$ cat src/rtl/mux_pkg.sv
// Shared constants for the scanning N:1 multiplexer.
package mux_pkg;

  localparam int unsigned ST_W = 2;

  localparam logic [ST_W-1:0] ST_IDLE   = 2'd0;
  localparam logic [ST_W-1:0] ST_MANUAL = 2'd1;
  localparam logic [ST_W-1:0] ST_SCAN   = 2'd2;

  localparam logic MODE_MANUAL = 1'b0;
  localparam logic MODE_SCAN   = 1'b1;

  // Counter width able to hold 0..n-1, at least one bit.
  function automatic int unsigned cnt_w(input int unsigned n);
    return (n > 1) ? $clog2(n) : 1;
  endfunction

endpackage

$ cat src/rtl/scan_counter.sv
// Scan position: channel counter advanced once every DWELL run cycles.
module scan_counter
  import mux_pkg::*;
#(
  parameter  int unsigned NUM_CH = 4,
  parameter  int unsigned DWELL  = 4,
  localparam int unsigned CH_W   = cnt_w(NUM_CH),
  localparam int unsigned DW_W   = cnt_w(DWELL)
) (
  input  logic            clk,
  input  logic            rst_n,
  input  logic            run,
  input  logic            clear,
  output logic [CH_W-1:0] ch
);

  logic [CH_W-1:0] ch_q, ch_d;
  logic [DW_W-1:0] dwell_q, dwell_d;

  // Next position: clear wins, otherwise step only while running, else freeze.
  always_comb begin
    ch_d    = ch_q;
    dwell_d = dwell_q;
    if (clear) begin
      ch_d    = '0;
      dwell_d = '0;
    end else if (run) begin
      if (dwell_q == DW_W'(DWELL - 1)) begin
        dwell_d = '0;
        ch_d    = (ch_q == CH_W'(NUM_CH - 1)) ? '0 : ch_q + CH_W'(1);
      end else begin
        dwell_d = dwell_q + DW_W'(1);
      end
    end
  end

  // Counter registers.
  always_ff @(posedge clk or negedge rst_n) begin
    if (!rst_n) begin
      ch_q    <= '0;
      dwell_q <= '0;
    end else begin
      ch_q    <= ch_d;
      dwell_q <= dwell_d;
    end
  end

  assign ch = ch_q;

endmodule

$ cat src/rtl/mux_scan_nx1.sv
// N-channel W-bit registered multiplexer with manual select and timed auto-scan.
module mux_scan_nx1
  import mux_pkg::*;
#(
  parameter  int unsigned WIDTH  = 8,
  parameter  int unsigned NUM_CH = 4,
  parameter  int unsigned DWELL  = 4,
  localparam int unsigned SEL_W  = $clog2(NUM_CH)
) (
  input  logic                    clk,
  input  logic                    rst_n,
  input  logic [NUM_CH*WIDTH-1:0] in_data,
  input  logic                    en,
  input  logic                    mode,
  input  logic [SEL_W-1:0]        sel,
  output logic [WIDTH-1:0]        out_data,
  output logic [SEL_W-1:0]        out_ch,
  output logic                    out_valid,
  output logic                    sel_err
);

  // When NUM_CH fills the select space every sel value is legal.
  localparam bit SEL_FULL = (NUM_CH == (32'd1 << SEL_W));

  logic [ST_W-1:0]  state_q, state_d;
  logic [SEL_W-1:0] scan_ch;
  logic             cnt_run, cnt_clear;
  logic             sel_ok_c;

  logic [WIDTH-1:0] out_data_q, out_data_d;
  logic [SEL_W-1:0] out_ch_q, out_ch_d;
  logic             out_valid_q, out_valid_d;
  logic             sel_err_q, sel_err_d;

  logic [WIDTH-1:0] ch_data [NUM_CH];

  for (genvar k = 0; k < NUM_CH; k++) begin : g_split
    assign ch_data[k] = in_data[k*WIDTH +: WIDTH];
  end

  scan_counter #(
    .NUM_CH (NUM_CH),
    .DWELL  (DWELL)
  ) u_scan_counter (
    .clk   (clk),
    .rst_n (rst_n),
    .run   (cnt_run),
    .clear (cnt_clear),
    .ch    (scan_ch)
  );

  // State and output registers.
  always_ff @(posedge clk or negedge rst_n) begin
    if (!rst_n) begin
      state_q     <= ST_IDLE;
      out_data_q  <= '0;
      out_ch_q    <= '0;
      out_valid_q <= 1'b0;
      sel_err_q   <= 1'b0;
    end else begin
      state_q     <= state_d;
      out_data_q  <= out_data_d;
      out_ch_q    <= out_ch_d;
      out_valid_q <= out_valid_d;
      sel_err_q   <= sel_err_d;
    end
  end

  // Next state follows en/mode directly so a mode change applies this cycle.
  always_comb begin
    state_d = ST_IDLE;
    if (en) begin
      state_d = (mode == MODE_SCAN) ? ST_SCAN : ST_MANUAL;
    end
  end

  // Output selection and scan-counter control for the state being entered.
  always_comb begin
    out_data_d  = out_data_q;
    out_ch_d    = out_ch_q;
    out_valid_d = 1'b0;
    sel_err_d   = 1'b0;
    sel_ok_c    = SEL_FULL || (32'(sel) < 32'(NUM_CH));
    cnt_run     = 1'b0;
    // Entering manual discards any frozen scan position; idle keeps it.
    cnt_clear   = (state_d == ST_MANUAL) && (state_q != ST_MANUAL);
    case (state_d)
      ST_MANUAL: begin
        if (sel_ok_c) begin
          out_data_d  = ch_data[sel];
          out_ch_d    = sel;
          out_valid_d = 1'b1;
        end else begin
          sel_err_d   = 1'b1;
        end
      end
      ST_SCAN: begin
        out_data_d  = ch_data[scan_ch];
        out_ch_d    = scan_ch;
        out_valid_d = 1'b1;
        cnt_run     = 1'b1;
      end
      default: ;
    endcase
  end

  assign out_data  = out_data_q;
  assign out_ch    = out_ch_q;
  assign out_valid = out_valid_q;
  assign sel_err   = sel_err_q;

endmodule

$ cat config.mk
export PLATFORM = sky130hd
export DESIGN_NAME = mux_scan_nx1
export DESIGN_NICKNAME = d
export VERILOG_FILES = /design/src/rtl/mux_pkg.sv /design/src/rtl/scan_counter.sv /design/src/rtl/mux_scan_nx1.sv
export SDC_FILE = /design/constraint.sdc
export NUM_CORES = 1
export LEC_CHECK = 0
export BUFFER_PORTS_ARGS = -buffer_cell sky130_fd_sc_hd__buf_2
export CELL_PAD_IN_SITES_DETAIL_PLACEMENT = 0
export CELL_PAD_IN_SITES_GLOBAL_PLACEMENT = 1
export CORE_ASPECT_RATIO = 1.1
export CORE_UTILIZATION = 40
export CTS_CLUSTER_DIAMETER = 40
export DETAILED_ROUTE_END_ITERATION = 6
export GPL_TIMING_DRIVEN = 0
export PLACE_DENSITY = 0.84
export SLEW_MARGIN = 30
export SYNTH_ARGS = -nofsm -noshare
export SYNTH_HDL_FRONTEND = slang
export SYNTH_HIERARCHICAL = 1
export SYNTH_SLANG_ARGS = --single-unit
$ cat constraint.sdc
create_clock -name clk -period 2.65 [get_ports clk]
set_input_delay 0.265 -clock clk [delete_from_list [all_inputs] [get_ports clk]]
set_output_delay 0.265 -clock clk [all_outputs]
set_load 0.02 [all_outputs]
==> results of run 1 <==
==> worst max-delay path by stage <==
stage,cells after the start,to,startpoint,slack [ns]
finish,3,out_data[0],u_scan_counter/ch[0],1.05
global route,3,out_data[0],u_scan_counter/ch[0],0.97
floorplan,3,out_data[0],u_scan_counter/ch[0],1.17
CTS,3,out_data[0],u_scan_counter/ch[0],1.05
global placement,3,out_data[2],u_scan_counter/ch[0],1.12
detailed placement,3,out_data[0],u_scan_counter/ch[0],1.06
==> area by class of cell <==
class | instances | area [um2]
buffer | 9 | 96.3
sequential | 17 | 425
multi-input combinational | 55 | 687
clock buffer | 4 | 26.3
timing repair buffer | 47 | 240
tap | 33 | 41.3
fill | 251 | 1310
inverter | 1 | 3.75
==> sequential cells by signal (all words and copies together) (netlist names) <==
signal                  flops
out_ch                      2
u_scan_counter/ch           2
out_valid                   1
state_q                     2
u_scan_counter/dwell_q      2
out_data                    8
==> logic make-up after synthesis <==
logic type      after synthesis
mux                          19
simple gates                 17
flops                        17
compound gates               16
buf+inv                      10
fa+ha+maj                     2
other cells                   1
==> timing repair <==
action,in CTS,in global routing
resized for setup,0,0
hold endpoints to repair,17,0
endpoints found under the setup margin,0,0
buffers inserted,0,0
hold buffers,1,0
==> worst reg2reg max path: cells and delay by family (launching register included) <==
kind	cells	cell delay, ns
AOI/OAI and AO/OA	1	0.36
buffers and inverters	1	0.20
DFF	1	0.41
muxes	1	0.52
==> synth_stat cells <==
library cell  number
clkbuf_1           1
mux4_2            13
inv_1              1
dfrtp_1           17
and2_2             1
nand3_1            1
nor2_1             3
ha_1               2
clkbuf_8           4
a21bo_2            2
nand4bb_1          1
and2b_1            1
conb_1             1
a221o_1            8
a21oi_1            4
a21oi_2            1
nor2b_1            3
mux4_1             3
and2b_2            5
nand2b_1           1
mux2i_1            3
buf_6              2
buf_4              2
a21boi_0           1
or3b_1             1
==> metal layers <==
layer	vias up	part of all wire [%]	GRT usage, %
met2	35	53	33.8
met1	464	41	24.1
met4	0	0.85	3.30
met3	4	4.4	2.54
met5	-	0	0
li1	429	-	-
==> per-stage QoR <==
stage / std cells / area, um2 / hold slack (ns)
2_1_floorplan: 82 / 1210 / -0.0306
3_3_place_gp: 161 / 1480 / 0.203
3_5_place_dp: 161 / 1480 / 0.206
4_1_cts: 166 / 1520 / 0.215
5_1_grt: 166 / 1520 / 0.219
6_report: 166 / 1520 / 0.218
==> report_power, final <==
group / switching, mW / internal (mW) / leakage [nW]
Clock: 0.0781 / 0.0585 / 0.0150
Sequential: 0.0168 / 0.289 / 0.213
Combinational: 0.105 / 0.124 / 0.485
==> flow_metrics.py, run 1 <==
metrics = {
    "run_status": {
        "status": "complete, no violations",
    },
    "global_route": {
        "grt_start_max_net_pins": 18,
        "grt_pass1_wl_um": 4420,
        "grt_pass1_vias": 986,
        "antenna_found_initial": 0,
        "grtUsageTotal_pct": 18.9,
        "grt-ovfl-total": 0,
    },
    "timing": {
        "worst_slew_pin_slew_ns": 0.569,
        "rsz0062_at_grt": "false",
        "period_minus_slack_ns": 1.60,
        "slew_headroom_pct": 61.7,
        "setup-tns-final_ns": 0,
        "hold_violations": 0,
        "fin_ws_ns": 1.05,
        "finalSetupViolCount": 0,
        "period_share_pct": 60.2,
        "skew_ns": 0.00926,
        "slew_viol_final": 0,
        "timing.fmax_mhz": 627,
    },
    "yosys": {
        "synth-compound-area-share_pct": 11.2,
        "ys_top_cells_by_area": "dfrtp_1 35%, mux4_2 24%, a221o_1 6.6%",
        "synth_top_family_by_area": "multiplexers",
        "synth_top_area_share_pct": 35.1,
        "synth_warnings": 6,
        "yosys.cell_types.count": 25,
        "synthSimpleGateAreaFrac_pct": 9.91,
        "synthXorXnorAreaFrac_pct": 0,
        "syn_area_per_cell_um2": 14.8,
        "syn-num-nets": 122,
        "synth_area_um2": 1210,
        "ys_seq_area_share_pct": 35.1,
        "synth_cells": 82,
        "synthAdderAreaFrac_pct": 2.06,
        "synth_seq_cells": 17,
        "yosys.area.top_type": "dfrtp_1",
        "synth_mux_area_share_pct": 33.1,
    },
    "critical_path": {
        "cp-end-kind": "flop",
        "critical_path.top_delay_family": "multiplexers",
        "r2r-end": "out_data[0]",
        "cp_max_fo": 9,
        "crit_required_ns": 2.82,
        "critPathBufInv": 1,
        "cp_slowest_stage_delay_ns": 0.52,
        "critPathLaunchType": "flop",
        "worstPathCellList": "buf_6 > mux4_2 > a221o_1",
        "r2r-start": "u_scan_counter/ch[0]",
        "r2r_slack_ns": 1.05,
        "cp_slowest_cell": "mux4_2",
        "reg2reg_depth": 3,
        "cp_data_arrival_time_ns": 1.77,
        "worst-setup-path-type": "reg2reg",
    },
    "clock_network": {
        "h-tree-depth": 1,
        "clock-sinks": 17,
        "cts_tree": "done",
        "clock_latency_ns": 0.29,
        "root_buffer": "clkbuf_4",
        "path_clk_slew_ns": 0.10,
        "cts_buffers": 3,
        "clk_path_buf_depth": 2,
    },
    "drt": {
        "wl_per_cell_um": 15.6,
        "drc": 0,
        "initialDrtViolationCount": 19,
        "dr_total_vias": 932,
        "routed_wl_um": 2590,
        "drt_pass1_iterations": 4,
        "vias_per_cell": 5.61,
        "ant_nets": 0,
    },
    "floorplanning": {
        "core_area_um2": 2830,
        "num_rows": 20,
        "start_util_pct": 42.9,
        "die-area_um2": 3260,
        "die_w_um": 54.5,
        "ioPinCount": 50,
        "die_height_um": 59.7,
    },
    "place": {
        "io_buffer_count": 46,
        "hpwl_um": 1950,
        "dp_slack_ns": 1.06,
        "gp_congestion": 0.721,
    },
    "power_and_ir_drop": {
        "finalPower_mw": 0.671,
        "leakagePower_nw": 0.713,
        "powerDensity_nw_per_um2": 442,
        "vdd_ir_drop_max_v": 0.000252,
    },
    "layout": {
        "final_cell_mix": "46 x buf_2, 17 x dfrtp_1, 13 x mux4_2",
        "mostFrequentLayoutCell": "buf_2",
        "insertedDiodeCount": 0,
        "finalNetCount": 174,
        "final_util_pct": 53.8,
        "drive_above_1_share_pct": 59.4,
        "area_growth_pct": 25.4,
    },
    "min_path": {
        "hp-class": "in2reg",
        "min_to": "out_valid",
        "min_from": "en",
        "hold_path_depth": 2,
    },
    "flow_run": {
        "cap_violations": 0,
    },
}
Power figures use the tool's default switching activity.
==> inputs of run 2 (changes only) <==
--- a/config.mk
+++ b/config.mk
@@ -9,11 +9,11 @@
 export CELL_PAD_IN_SITES_DETAIL_PLACEMENT = 0
 export CELL_PAD_IN_SITES_GLOBAL_PLACEMENT = 1
 export CORE_ASPECT_RATIO = 1.1
-export CORE_UTILIZATION = 40
+export CORE_UTILIZATION = 34
 export CTS_CLUSTER_DIAMETER = 40
 export DETAILED_ROUTE_END_ITERATION = 6
 export GPL_TIMING_DRIVEN = 0
-export PLACE_DENSITY = 0.84
+export PLACE_DENSITY = 0.76
 export SLEW_MARGIN = 30
 export SYNTH_ARGS = -nofsm -noshare
 export SYNTH_HDL_FRONTEND = slang
==> constraint.sdc (replaced) <==
create_clock -name clk -period 1.4 [get_ports clk]
set_input_delay 0.14 -clock clk [delete_from_list [all_inputs] [get_ports clk]]
set_output_delay 0.14 -clock clk [all_outputs]
set_load 0.02 [all_outputs]
==> run 2 against run 1 <==
The run now ends with setup timing left. Clock skew is 0.0049 ns lower. Global-route usage fell by 2.0 points. Cell count grew 10%. Sequential share of layout area decreased by 1.0 points. Utilization shrank 6.6 points. Final area grew 4.1%.
==> flow_metrics.py, run 2 (synthesized netlist as in run 1, its figures left out) <==
metrics = {
    "run_status": {
        "status": "finished with violations",
        "violations": "setup timing",
    },
    "timing": {
        "worst_slew_pin_slew_ns": 0.555,
        "skew_ns": 0.00433,
        "setup-tns-final_ns": -0.727,
        "slew_headroom_pct": 62.7,
        "period_share_pct": 107,
        "rsz0062_at_grt": "true",
        "slew_viol_final": 0,
        "fin_ws_ns": -0.104,
        "hold_violations": 0,
        "period_minus_slack_ns": 1.50,
        "finalSetupViolCount": 8,
        "timing.fmax_mhz": 665,
    },
    "drt": {
        "routed_wl_um": 2800,
        "ant_nets": 0,
        "vias_per_cell": 5.07,
        "dr_total_vias": 927,
        "met2_wirelength_um": 1540,
        "dr_wl_met3_um": 108,
        "top_layer_used": "met4",
        "drt_pass1_iterations": 2,
        "drc": 0,
        "wl_met1_um": 1120,
        "wl_per_cell_um": 15.3,
        "initialDrtViolationCount": 18,
    },
    "power_and_ir_drop": {
        "p_int_mw": 0.914,
        "combPwrFrac_pct": 35.3,
        "power.share.switching_pct": 30.5,
        "powerDensity_nw_per_um2": 830,
        "vdd_ir_drop_max_v": 0.000337,
        "clock_power_share_pct": 20.6,
        "p_sw_mw": 0.401,
        "power_frac_seq_pct": 44.2,
        "leakagePower_nw": 0.732,
    },
    "critical_path": {
        "worst-setup-path-type": "reg2reg",
        "cp_data_arrival_time_ns": 1.69,
        "cp-endpoint": "out_data[2]",
        "r2r_slack_ns": -0.10,
        "worstSetupStartpoint": "u_scan_counter/ch[0]",
        "critPathBufInv": 1,
        "worstPathCellList": "buf_12 > mux4_2 > a221o_1",
        "cp_slowest_stage_delay_ns": 0.49,
        "critical_path.top_delay_family": "multiplexers",
        "cp-end-kind": "flop",
        "cp_slowest_cell": "mux4_2",
        "reg2reg_depth": 3,
        "critPathLaunchType": "flop",
        "r2r-end": "out_data[2]",
        "cp_max_fo": 5,
        "crit_required_ns": 1.59,
        "cp_num_cells": 3,
        "r2r-start": "u_scan_counter/ch[0]",
    },
    "layout": {
        "mostFrequentLayoutCell": "buf_2",
        "largest_register_ffs": 8,
        "finalNetCount": 176,
        "nFillCells": 329,
        "final_util_pct": 47.1,
        "drive_above_1_share_pct": 61.5,
        "insertedDiodeCount": 0,
        "final_cell_mix": "46 x buf_2, 16 x dfrtp_1, 13 x mux4_2",
        "area_growth_pct": 30.5,
    },
    "clock_network": {
        "h-tree-depth": 1,
        "cts_buffers": 3,
        "root_buffer": "clkbuf_4",
        "clk_path_buf_depth": 2,
        "clock_latency_ns": 0.30,
        "cts_tree": "done",
        "path_clk_slew_ns": 0.10,
        "clock-sinks": 17,
    },
    "place": {
        "hpwl_um": 2080,
        "dp_slack_ns": -0.160,
        "gp_congestion": 0.748,
        "io_buffer_count": 46,
    },
    "floorplanning": {
        "num_rows": 22,
        "start_util_pct": 36.1,
        "core_area_um2": 3360,
        "die_height_um": 64.6,
        "die_w_um": 58.9,
        "ioPinCount": 50,
        "die-area_um2": 3810,
    },
    "flow_run": {
        "cap_violations": 0,
    },
    "global_route": {
        "grt-ovfl-total": 0,
        "grtUsageTotal_pct": 16.9,
        "grt_pass1_vias": 978,
        "grt_pass1_wl_um": 4630,
        "antenna_found_initial": 0,
        "grt_start_max_net_pins": 18,
    },
    "min_path": {
        "hp-class": "in2reg",
        "hold_path_depth": 2,
    },
}
run 2: worst min-delay path by stage:
stage,from,endpoint,slack [ns]
3_3_place_gp,rst_n,out_data[2],0.08
2_1_floorplan,rst_n,out_ch[0],-0.16
3_5_place_dp,rst_n,out_ch[1],0.09
6_report,en,out_valid,0.09
4_1_cts,en,out_valid,0.08
5_1_grt,en,out_valid,0.10
run 2: final cells by class:
class	instances	area, um2	area share [%]
plain buffers	9	105	6.64
well taps	48	60.1	3.79
inverters	1	3.75	0.237
repair buffers	49	273	17.2
multi-input cells	55	687	43.4
clock inverters	1	5.00	0.316
flip-flops and latches	17	427	27.0
clock buffers	3	22.5	1.42
run 2: repair_timing:
item	in CTS	in global routing
cloned	0	1
hold buffers	1	0
setup buffers	1	0
resized for setup	1	2
endpoints found under the hold margin	17	0
endpoints found under the setup margin	8	8
run 2: power by group through the flow:
| stage | combinational, mW | clock (mW) | sequential, mW |
|---|---|---|---|
| 2_1_floorplan | 0.244 | 0 | 0.631 |
| 3_3_place_gp | 0.424 | 0 | 0.584 |
| 3_5_place_dp | 0.440 | 0 | 0.589 |
| 4_1_cts | 0.452 | 0.281 | 0.578 |
| 5_1_grt | 0.506 | 0.298 | 0.587 |
| 6_report | 0.464 | 0.270 | 0.581 |
run 2: routing by layer:
layer	GRT usage [%]	vias up
li1	-	432
met1	20.0	463
met2	30.3	28
met3	2.20	4
met4	7.14	0
met5	0	-
run 2: per-stage QoR:
stage          instance area, um2  instances  power [mW]  hold WS, ns
6_report                     1580        183        1.31       0.0931
3_5_place_dp                 1500        176        1.03       0.0890
2_1_floorplan                1210         82       0.875       -0.156
4_1_cts                      1550        182        1.31       0.0823
3_3_place_gp                 1500        176        1.01       0.0828
5_1_grt                      1580        183        1.39        0.104
